`src/rtl/uart_pkg.sv`:
```
// Shared types and register-map constants for the memory-mapped UART transmitter.
package uart_pkg;

  typedef enum logic [1:0] {
    IDLE  = 2'd0,
    START = 2'd1,
    DATA  = 2'd2,
    STOP  = 2'd3
  } uart_state_t;

  // Word offsets within the register window, compared against a[3:2]
  localparam logic [1:0] TXDATA_OFS  = 2'd0;
  localparam logic [1:0] STATUS_OFS  = 2'd1;
  localparam logic [1:0] BAUDDIV_OFS = 2'd2;

  localparam int ST_BUSY    = 0;
  localparam int ST_FULL    = 1;
  localparam int ST_EMPTY   = 2;
  localparam int ST_OVF     = 3;
  localparam int ST_CNT_LSB = 4;
  localparam int ST_CNT_W   = 4;

endpackage

```
`src/rtl/sync_fifo.sv`:
```
// Single-clock FIFO with first-word fall-through read data; simultaneous push and
// pop are both honoured even when full.
module sync_fifo #(
  parameter int WIDTH = 8,
  parameter int DEPTH = 4
) (
  input  logic                     clk,
  input  logic                     reset,
  input  logic                     push,
  input  logic [WIDTH-1:0]         wdata,
  input  logic                     pop,
  output logic [WIDTH-1:0]         rdata,
  output logic                     full,
  output logic                     empty,
  output logic [$clog2(DEPTH):0]   count
);

  localparam int AW = $clog2(DEPTH);
  localparam int CW = AW + 1;

  logic [WIDTH-1:0] mem_q [DEPTH];
  logic [AW-1:0]    wptr_q, wptr_d;
  logic [AW-1:0]    rptr_q, rptr_d;
  logic [CW-1:0]    cnt_q, cnt_d;
  logic             do_push, do_pop;

  assign full    = (cnt_q == CW'(DEPTH));
  assign empty   = (cnt_q == '0);
  assign count   = cnt_q;
  assign rdata   = mem_q[rptr_q];
  assign do_pop  = pop && !empty;
  assign do_push = push && (!full || do_pop);

  always_comb begin
    wptr_d = wptr_q;
    rptr_d = rptr_q;
    cnt_d  = cnt_q;
    if (do_push) wptr_d = wptr_q + AW'(1);
    if (do_pop)  rptr_d = rptr_q + AW'(1);
    if (do_push && !do_pop)      cnt_d = cnt_q + CW'(1);
    else if (do_pop && !do_push) cnt_d = cnt_q - CW'(1);
  end

  always_ff @(posedge clk) begin
    if (reset) begin
      wptr_q <= '0;
      rptr_q <= '0;
      cnt_q  <= '0;
    end else begin
      wptr_q <= wptr_d;
      rptr_q <= rptr_d;
      cnt_q  <= cnt_d;
    end
  end

  always_ff @(posedge clk) begin
    if (do_push) mem_q[wptr_q] <= wdata;
  end

endmodule

```
`src/rtl/mmio_uart_tx.sv`:
```
// Memory-mapped 8N1 UART transmitter: register decode, byte FIFO, baud counter
// and LSB-first shifter driving a registered tx line.
module mmio_uart_tx
  import uart_pkg::*;
#(
  parameter logic [31:0] BASE      = 32'h0000_0400,
  parameter int          DEPTH     = 4,
  parameter logic [15:0] DIV_RESET = 16'd9
) (
  input  logic        clk,
  input  logic        reset,
  input  logic        we,
  input  logic [31:0] a,
  input  logic [31:0] wd,
  output logic [31:0] rd,
  output logic        hit,
  output logic        tx,
  output logic        busy
);

  localparam int CW = $clog2(DEPTH) + 1;

  logic [1:0]    ofs;
  logic          wr_txdata, wr_status, wr_baud;
  logic [15:0]   baud_q;
  logic          ovf_q, ovf_set, ovf_clr;

  logic          fifo_pop, fifo_full, fifo_empty;
  logic [7:0]    fifo_rdata;
  logic [CW-1:0] fifo_count;

  uart_state_t   state_q, state_d;
  logic [15:0]   cnt_q, cnt_d;
  logic [2:0]    bit_q, bit_d;
  logic [7:0]    shift_q, shift_d;
  logic          tx_q, tx_d;
  logic          bit_end;
  logic          unused_bits;

  function automatic logic [31:0] status_word(input logic b, input logic f,
                                              input logic e, input logic o,
                                              input logic [CW-1:0] c);
    logic [31:0] w;
    w = '0;
    w[ST_BUSY]  = b;
    w[ST_FULL]  = f;
    w[ST_EMPTY] = e;
    w[ST_OVF]   = o;
    w[ST_CNT_LSB +: ST_CNT_W] = ST_CNT_W'(c);
    return w;
  endfunction

  assign ofs         = a[3:2];
  assign hit         = (a[31:4] == BASE[31:4]) && (ofs != 2'd3);
  assign wr_txdata   = we && hit && (ofs == TXDATA_OFS);
  assign wr_status   = we && hit && (ofs == STATUS_OFS);
  assign wr_baud     = we && hit && (ofs == BAUDDIV_OFS);
  assign unused_bits = ^{a[1:0], wd[31:16]};

  // A push into a full FIFO survives only if the FSM pops in the same cycle
  assign ovf_set = wr_txdata && fifo_full && !fifo_pop;
  assign ovf_clr = wr_status && wd[ST_OVF];

  sync_fifo #(.WIDTH(8), .DEPTH(DEPTH)) u_fifo (
    .clk   (clk),
    .reset (reset),
    .push  (wr_txdata),
    .wdata (wd[7:0]),
    .pop   (fifo_pop),
    .rdata (fifo_rdata),
    .full  (fifo_full),
    .empty (fifo_empty),
    .count (fifo_count)
  );

  always_ff @(posedge clk) begin
    if (reset) begin
      baud_q <= DIV_RESET;
      ovf_q  <= 1'b0;
    end else begin
      if (wr_baud) baud_q <= wd[15:0];
      if (ovf_set)      ovf_q <= 1'b1;
      else if (ovf_clr) ovf_q <= 1'b0;
    end
  end

  assign busy = (state_q != IDLE) || !fifo_empty;
  assign tx   = tx_q;

  always_comb begin
    rd = '0;
    if (hit) begin
      case (ofs)
        STATUS_OFS:  rd = status_word(busy, fifo_full, fifo_empty, ovf_q, fifo_count);
        BAUDDIV_OFS: rd = {16'h0000, baud_q};
        default:     rd = '0;
      endcase
    end
  end

  always_ff @(posedge clk) begin
    if (reset) begin
      state_q <= IDLE;
      cnt_q   <= '0;
      bit_q   <= '0;
      tx_q    <= 1'b1;
    end else begin
      state_q <= state_d;
      cnt_q   <= cnt_d;
      bit_q   <= bit_d;
      tx_q    <= tx_d;
    end
  end

  always_ff @(posedge clk) begin
    shift_q <= shift_d;
  end

  assign bit_end = (cnt_q == 16'd0);

  always_comb begin
    state_d  = state_q;
    cnt_d    = cnt_q;
    bit_d    = bit_q;
    shift_d  = shift_q;
    fifo_pop = 1'b0;
    case (state_q)
      IDLE: begin
        if (!fifo_empty) begin
          fifo_pop = 1'b1;
          shift_d  = fifo_rdata;
          cnt_d    = baud_q;
          state_d  = START;
        end
      end
      START: begin
        if (bit_end) begin
          state_d = DATA;
          bit_d   = 3'd0;
          cnt_d   = baud_q;
        end else begin
          cnt_d = cnt_q - 16'd1;
        end
      end
      DATA: begin
        if (bit_end) begin
          shift_d = {1'b0, shift_q[7:1]};
          cnt_d   = baud_q;
          bit_d   = bit_q + 3'd1;
          if (bit_q == 3'd7) state_d = STOP;
        end else begin
          cnt_d = cnt_q - 16'd1;
        end
      end
      STOP: begin
        if (bit_end) begin
          // Chain straight into the next start bit when more data is queued
          if (!fifo_empty) begin
            fifo_pop = 1'b1;
            shift_d  = fifo_rdata;
            cnt_d    = baud_q;
            state_d  = START;
          end else begin
            state_d = IDLE;
          end
        end else begin
          cnt_d = cnt_q - 16'd1;
        end
      end
      default: state_d = IDLE;
    endcase
  end

  always_comb begin
    tx_d = 1'b1;
    case (state_d)
      START:   tx_d = 1'b0;
      DATA:    tx_d = shift_d[0];
      default: tx_d = 1'b1;
    endcase
  end

endmodule

```
`config.mk`:
```
export PLATFORM = sky130hd
export DESIGN_NAME = mmio_uart_tx
export DESIGN_NICKNAME = d
export VERILOG_FILES = /design/src/rtl/uart_pkg.sv /design/src/rtl/sync_fifo.sv /design/src/rtl/mmio_uart_tx.sv
export SDC_FILE = /design/constraint.sdc
export NUM_CORES = 1
export LEC_CHECK = 0
export ABC_AREA = 1
export CAP_MARGIN = 10
export CORE_ASPECT_RATIO = 1.2
export CORE_UTILIZATION = 29
export CTS_CLUSTER_DIAMETER = 30
export DETAILED_ROUTE_END_ITERATION = 8
export GPL_TIMING_DRIVEN = 1
export SLEW_MARGIN = 20
export SYNTH_ARGS = -nofsm -noshare
export SYNTH_HDL_FRONTEND = slang
export SYNTH_SLANG_ARGS = --single-unit
```
`constraint.sdc`:
```
create_clock -name clk -period 5.9 [get_ports clk]
set_input_delay 0.59 -clock clk [delete_from_list [all_inputs] [get_ports clk]]
set_output_delay 0.59 -clock clk [all_outputs]
set_load 0.01 [all_outputs]
```
# After elaboration in Yosys (flattened, before gate mapping)

Memories as Yosys holds them, arrays and structs flattened. A register that Yosys moved wholly into a read port is not among the register bits.
Index checks and enable logic that the tools add are counted.

Logic and storage cells: 95
Bits in writable memories: 32
Memories kept: 1
Output and inout bits: 35
Bits of input ports: 67
Bits in registers: 54

Memory list:

| memory       | words | width | rd ports | clocked after memory_dff | write ports | RTL line        | RTL |
|---|---|---|---|---|---|---|---|
| u_fifo.mem_q | 4     | 8     | 1        | 1                        | 1           | sync_fifo.sv:21 | `logic [WIDTH-1:0] mem_q [DEPTH];` |

Reductions and logical operators: 31
Muxes and demuxes: 32
Add/sub/neg operators: 6
Equality and inequality tests: 14

Operator list:

| operator                | count |
|---|---|
| $mux W16                | 4 |
| $pmux W16 S3            | 1 |
| $pmux W16 S2            | 1 |
| $eq A28 B7 Y1 const B   | 1 |
| $mux W8                 | 3 |
| $pmux W8 S3             | 1 |
| $logic_not A16 Y1       | 1 |
| $sub A16 B1 Y16 const B | 1 |
| $mux W2                 | 7 |
| $logic_and A1 B1 Y1     | 12 |
| $mux W3                 | 4 |
| $eq A2 B2 Y1 const B    | 4 |
| $ne A2 B2 Y1 const B    | 4 |
| $pmux W2 S4             | 1 |
| $reduce_bool A2 Y1      | 4 |
| $mux W1                 | 7 |
| $add A3 B1 Y3 const B   | 2 |
| $eq A2 B1 Y1 const B    | 3 |
| $eq A3 B3 Y1 const B    | 2 |
| $pmux W3 S2             | 1 |
| $reduce_and A3 Y1       | 2 |
| $logic_not A1 Y1        | 5 |
| $add A2 B1 Y2 const B   | 2 |
| $logic_not A2 Y1        | 2 |
| other kinds (6)         | 8 |

# Depth between registers and ports, before layout

Depth in word-level cells: 11
Mapped depth: 17
Gate-level depth less buffers: 17

# Cells and area by module

A second synthesis with hierarchy kept.

Cell total of the unflattened synthesis: 656
Area, all modules: 5114.9 µm²

By module, submodules not included:

| module       | sequential area each (µm²) | area each (µm²) | instances | cells each |
|---|---|---|---|---|
| mmio_uart_tx | 1011.0                     | 3412.0          | 1         | 508 |
| sync_fifo    | 1141.1                     | 1702.9          | 1         | 148 |

# Worst setup path after synthesis

No wires, ideal clock.

Path kind: in2reg
From: in a[2]
To: reg u_fifo.cnt_q[2] (netlist: u_fifo.count[2])
Data required time: 5.778 ns
Library setup time: 0.122 ns
Buffers on the path: 0
Arrival time: 2.452 ns
Stages on the path: 15
Setup slack: 3.326 ns
Cell sequence: ha_1 -> inv_1 -> nand4_1 -> nor2_1 -> nand2_1 -> nor3_1 -> nand2_2 -> clkinv_2 -> ha_1 -> inv_1 -> fa_1 -> a21oi_1 -> o21ai_0 -> o21ai_0 -> a21oi_1

Cells in the longest elaborated chain, start to end: 8
Elaborated cells on any way between the ends: 11
Those cells by class: eq/ne: 1; mux: 1; reduce/logical: 9

RTL lines:

| element                      | RTL line           | RTL |
|---|---|---|
| start: declaration           | mmio_uart_tx.sv:13 | `input logic [31:0] a,` |
| $ne A2 B2 Y1                 | mmio_uart_tx.sv:54 | `assign hit = (a[31:4] == BASE[31:4]) && (ofs != 2'd3);` |
| $logic_and A1 B1 Y1          | mmio_uart_tx.sv:54 |  |
| $logic_and A1 B1 Y1          | mmio_uart_tx.sv:55 | `assign wr_txdata = we && hit && (ofs == TXDATA_OFS);` |
| $logic_and A1 B1 Y1 *        | mmio_uart_tx.sv:55 |  |
| $logic_and A1 B1 Y1 *        | sync_fifo.sv:32    | `assign do_push = push && (!full \|\| do_pop);` |
| named net u_fifo.do_push     | sync_fifo.sv:25    | `logic do_push, do_pop;` |
| $logic_not A1 Y1             | sync_fifo.sv:41    | `else if (do_pop && !do_push) cnt_d = cnt_q - CW'(1);` |
| $logic_and A1 B1 Y1          | sync_fifo.sv:41    |  |
| $reduce_bool A2 Y1 (no line) | -                  |  |
| end signal: assignment       | sync_fifo.sv:52    | `cnt_q <= cnt_d;` |
| end: declaration             | sync_fifo.sv:24    | `logic [CW-1:0] cnt_q, cnt_d;` |

The timed path passes the listed nets; every way through them passes the cells marked *.
A chain may end at the register's enable or synchronous reset.

# Worst setup path after layout

From: in a[2]
To: out rd[2]

Cells in the longest elaborated chain, start to end: 3
Elaborated cells on any way between the ends: 6
Those cells by class: eq/ne: 3; mux: 2; reduce/logical: 1

RTL lines:

| element                                                    | RTL line                               | RTL |
|---|---|---|
| $eq A2 B2 Y1, or another cell as far along                 | mmio_uart_tx.sv:93                     | `case (ofs)` |
| $pmux W16 S2 / $logic_and A1 B1 Y1 (equally long branches) | mmio_uart_tx.sv:93, mmio_uart_tx.sv:54 |  |
| $mux W16 *                                                 | mmio_uart_tx.sv:92                     | `if (hit) begin` |
| end: declaration                                           | mmio_uart_tx.sv:15                     | `output logic [31:0] rd,` |

Every way passes the cells marked *; elsewhere a longest branch is shown, timed or not.

==> reports/metrics.csv <==
stage,metric,value,unit
sta,Post-Route Setup TNS,0,ns
critical_path,Worst EP arrival,2.92,ns
sta,relative slew slack,24.9,%
synth,Post-Syn Area,5180,sq um
drt,vias per cell,4.73,
clocking,post-CTS sizing,0,
critical_path,CP Capture Type,primary output,
sta,Final period util,59.5,%
floorplan,row count,53,
sta,unrepaired setup endpoints after global routing,false,
clocking,"Setup Fix Bufs, Post-CTS",0,
synth,Post-Synth Adder-Cell Area,4.73,%
placed_design,Placer Congestion,0.813,
critical_path,R2R depth,14,
synth,post-synthesis mux area share,0,%
sta,Layout Skew,0.00506,ns
synth,"top cells by area, synth","edfxtp_1, dfxtp_1, nand2_1, nor2_1, o21ai_0",
drt,DR pass1 iterations,5,
critical_path,reg-to-reg critical path startpoint,state_q[1],
synth,"Seq/Total Area, Yosys",41.5,%
sta,Setup Viol. Count Final,0,
sta,worst setup slack after layout,2.39,ns
sta,Max Slew Vio Count,0,
clocking,root buf cell,clkbuf_16,
power_and_ir_drop,maximum VDD drop,0.165,mV
synth,syn_area_per_cell,7.66,sq um
critical_path,Crit Path Class,primary input to primary output,
critical_path,"reg-to-reg slack, setup",3.11,ns
clocking,total CTS buffers,9,
drt,drt total wl,12.7,mm
critical_path,worst endpoint required time,5.31,ns
placed_design,"worst slack, placed",2.23,ns
min_path,hold depth,1,
synth,post-synth top area share,22.6,%
critical_path,worst flop-to-flop path endpoint,u_fifo.count[2],
critical_path,slowest cell delay on critical path,0.56,ns
drt,1st-iter DRT viols,186,
cells_and_area,Post-layout nets,817,
drt,vias,4523,
drt,DR WL/cell,13.3,um
critical_path,worst path cell trace,clkdlybuf4s50_1 > ha_1 > inv_1 > nand4_1 > nor2_1 > nand2_1 > inv_1 > nand2_1 > a21oi_1 > clkdlybuf4s50_1,
synth,Post-Synth Simple-Gate Area,28.5,%
placed_design,port bufs,67,
synth,Synth Area in XOR/XNOR,1.35,%
grt,vias in the first global route,4298,
floorplan,Top-Level Pins,102,
power_and_ir_drop,Lkg Pwr,2.50,nW
synth,post-synthesis compound-gate area fraction,14.3,%
grt,largest net degree at the start of global routing,34,
synth,Synth Warn #,0,
clocking,"Clk Latency, worst-skew pair",0.34,ns
floorplan,Starting Density,29.6,%
grt,total track usage,14.8,%
min_path,Hold Path Origin,bit_q[0],
min_path,WHS Endpoint,bit_q[0],
cells_and_area,Area growth syn-to-layout,20.7,%
critical_path,startpoint types,primary input,
power_and_ir_drop,Power Density,434,nW/um^2
cells_and_area,most frequent cells in the layout,"nand2_1, nor2_1, clkdlybuf4s50_1, o21ai_0, inv_1",
drt,"antenna viol nets, final",0,
synth,largest family of logic cells by synthesized area,simple AND/OR/NAND/NOR gates,
clocking,CTS H-tree lvls,3,
grt,remaining global-route overflow,0,
synth,cell taking the most area after synthesis,edfxtp_1,
clocking,CTS tree,done,
placed_design,DP HPWL,9.17,mm
cells_and_area,share of layout cells above drive strength 1,8.29,%
status,status,finished clean,
synth,synthesized flop and latch total,88,
floorplan,die footprint,18400,sq um
floorplan,core area,17500,sq um
clocking,clk slew on worst S/H paths,0.06,ns
critical_path,CP max-delay cell,clkdlybuf4s50_1,
synth,library cells used by synthesis,42,
grt,initial antenna violation count,0,
sta,actual slew at the worst max-slew pin,1.12,ns
drt,DRC viols,0,
floorplan,Die Y,148,um
sta,final hold violation count,0,
min_path,Worst Hold Class,register to register,
sta,crit path time final,3.51,ns
synth,cells after synthesis,676,
floorplan,Chip Width,124,um
critical_path,crit path max fanout,12,
flow_run,max_cap viols,0,
clocking,Sink Count,88,
grt,first-pass GRT wire length,21.1,mm
cells_and_area,Antenna diodes,0,
sta,Fmax achieved,0.285,GHz
cells_and_area,"commonest non-fill, non-tap cell in the layout",nand2_1,
clocking,Clock Path Buffers,2,
clocking,CTS Hold Buffers Added,0,
final cells by class:
| type | count | area [sq um] |
|---|---|---|
| sequential | 88 | 2150 |
| timing repair buffer | 69 | 686 |
| clock inverter | 7 | 70.1 |
| inverter | 68 | 256 |
| clock buffer | 9 | 225 |
| tap | 220 | 275 |
| multi-input combinational | 495 | 2590 |
| fill | 1889 | 11300 |
synth_stat cells:
| library cell | count |
|---|---|
| conb_1 | 1 |
| o22ai_1 | 11 |
| edfxtp_1 | 39 |
| buf_2 | 7 |
| nand2_2 | 9 |
| buf_4 | 19 |
| nand2_4 | 5 |
| nor2_1 | 107 |
| a22oi_1 | 1 |
| a21boi_1 | 1 |
| a31oi_1 | 1 |
| o21ai_0 | 65 |
| nor2_8 | 2 |
| or2_2 | 4 |
| nand4_1 | 6 |
| o211ai_1 | 14 |
| nand3_4 | 2 |
| o21ai_2 | 1 |
| inv_1 | 64 |
| nand3_2 | 5 |
| nand2_1 | 134 |
| nor2_4 | 5 |
| ha_1 | 18 |
| dfxtp_1 | 49 |
| xnor2_1 | 1 |
| clkinv_2 | 1 |
| or2_0 | 1 |
| o21a_1 | 1 |
| o21ai_1 | 2 |
| clkbuf_1 | 13 |
| nand3_1 | 27 |
| a21oi_2 | 1 |
| a21oi_1 | 34 |
| nor3_1 | 5 |
| nand3b_1 | 1 |
| nor2_2 | 5 |
| fa_1 | 1 |
| o22ai_2 | 1 |
| nor3_2 | 1 |
| buf_6 | 1 |
| inv_2 | 3 |
| xor2_1 | 7 |
worst max-delay path, delay by kind of cell:
| family | cells | cell delay, ns |
|---|---|---|
| compound gates | 1 | 0.21 |
| simple gates | 4 | 0.63 |
| fa+ha+maj | 1 | 0.23 |
| buf+inv | 4 | 1.24 |
layer usage:
| layer | vias up | global-route usage (%) | wire, um |
|---|---|---|---|
| li1 | 2295 | - | - |
| met1 | 2086 | 17.6 | 5390 |
| met2 | 130 | 26.1 | 6530 |
| met3 | 12 | 2.80 | 545 |
| met4 | 0 | 5.06 | 218 |
| met5 | - | 0 | 0 |
cell families after synthesis:
| family | count (synthesis) |
|---|---|
| xor gates and xnor gates | 8 |
| other | 1 |
| and+or+nand+nor | 319 |
| DFF | 88 |
| AOI/OAI and AO/OA | 133 |
| buffers and inverters | 108 |
| adders and majority gates | 19 |
power by group:
| part | internal (W) | switching (W) | leakage (nW) |
|---|---|---|---|
| combinational | 0.000453 | 0.000853 | 1.60 |
| sequential | 0.000749 | 0.0000906 | 0.762 |
| clock | 0.000327 | 0.000242 | 0.137 |
| total | 0.00153 | 0.00119 | 2.50 |
per-stage QoR:
step                instances  util (%)  total power (W)  cell area [sq um]  hold slack, ns
finish                    956      35.7          0.00272               6250           0.470
global route              956      35.7          0.00293               6250           0.490
CTS                       956      35.7          0.00273               6250           0.469
detailed placement        940      34.0          0.00215               5960           0.460
global placement          940      34.0          0.00214               5960           0.456
floorplan                 691         -          0.00187               5240           0.436
worst max-delay path by stage:
stage / from / endpoint / slack (ns) / depth (start not counted)
floorplan: a[2] / u_fifo.count[2] / 3.33 / 15
global placement: a[2] / u_fifo.count[2] / 2.25 / 16
detailed placement: a[2] / u_fifo.count[2] / 2.23 / 16
CTS: a[2] / rd[6] / 2.37 / 10
global route: a[3] / rd[1] / 2.17 / 10
finish: a[2] / rd[2] / 2.39 / 10
flip-flops by register name (all words and copies together) (netlist names), 2 cells and up, named ones only:
signal	flops
u_fifo.rptr_q	2
u_fifo.count	3
shift_q	8
cnt_q	16
u_fifo.wptr_q	2
baud_q	16
bit_q	3
state_q	2
u_fifo.mem_q	32
(Power assumes the default switching activity.)
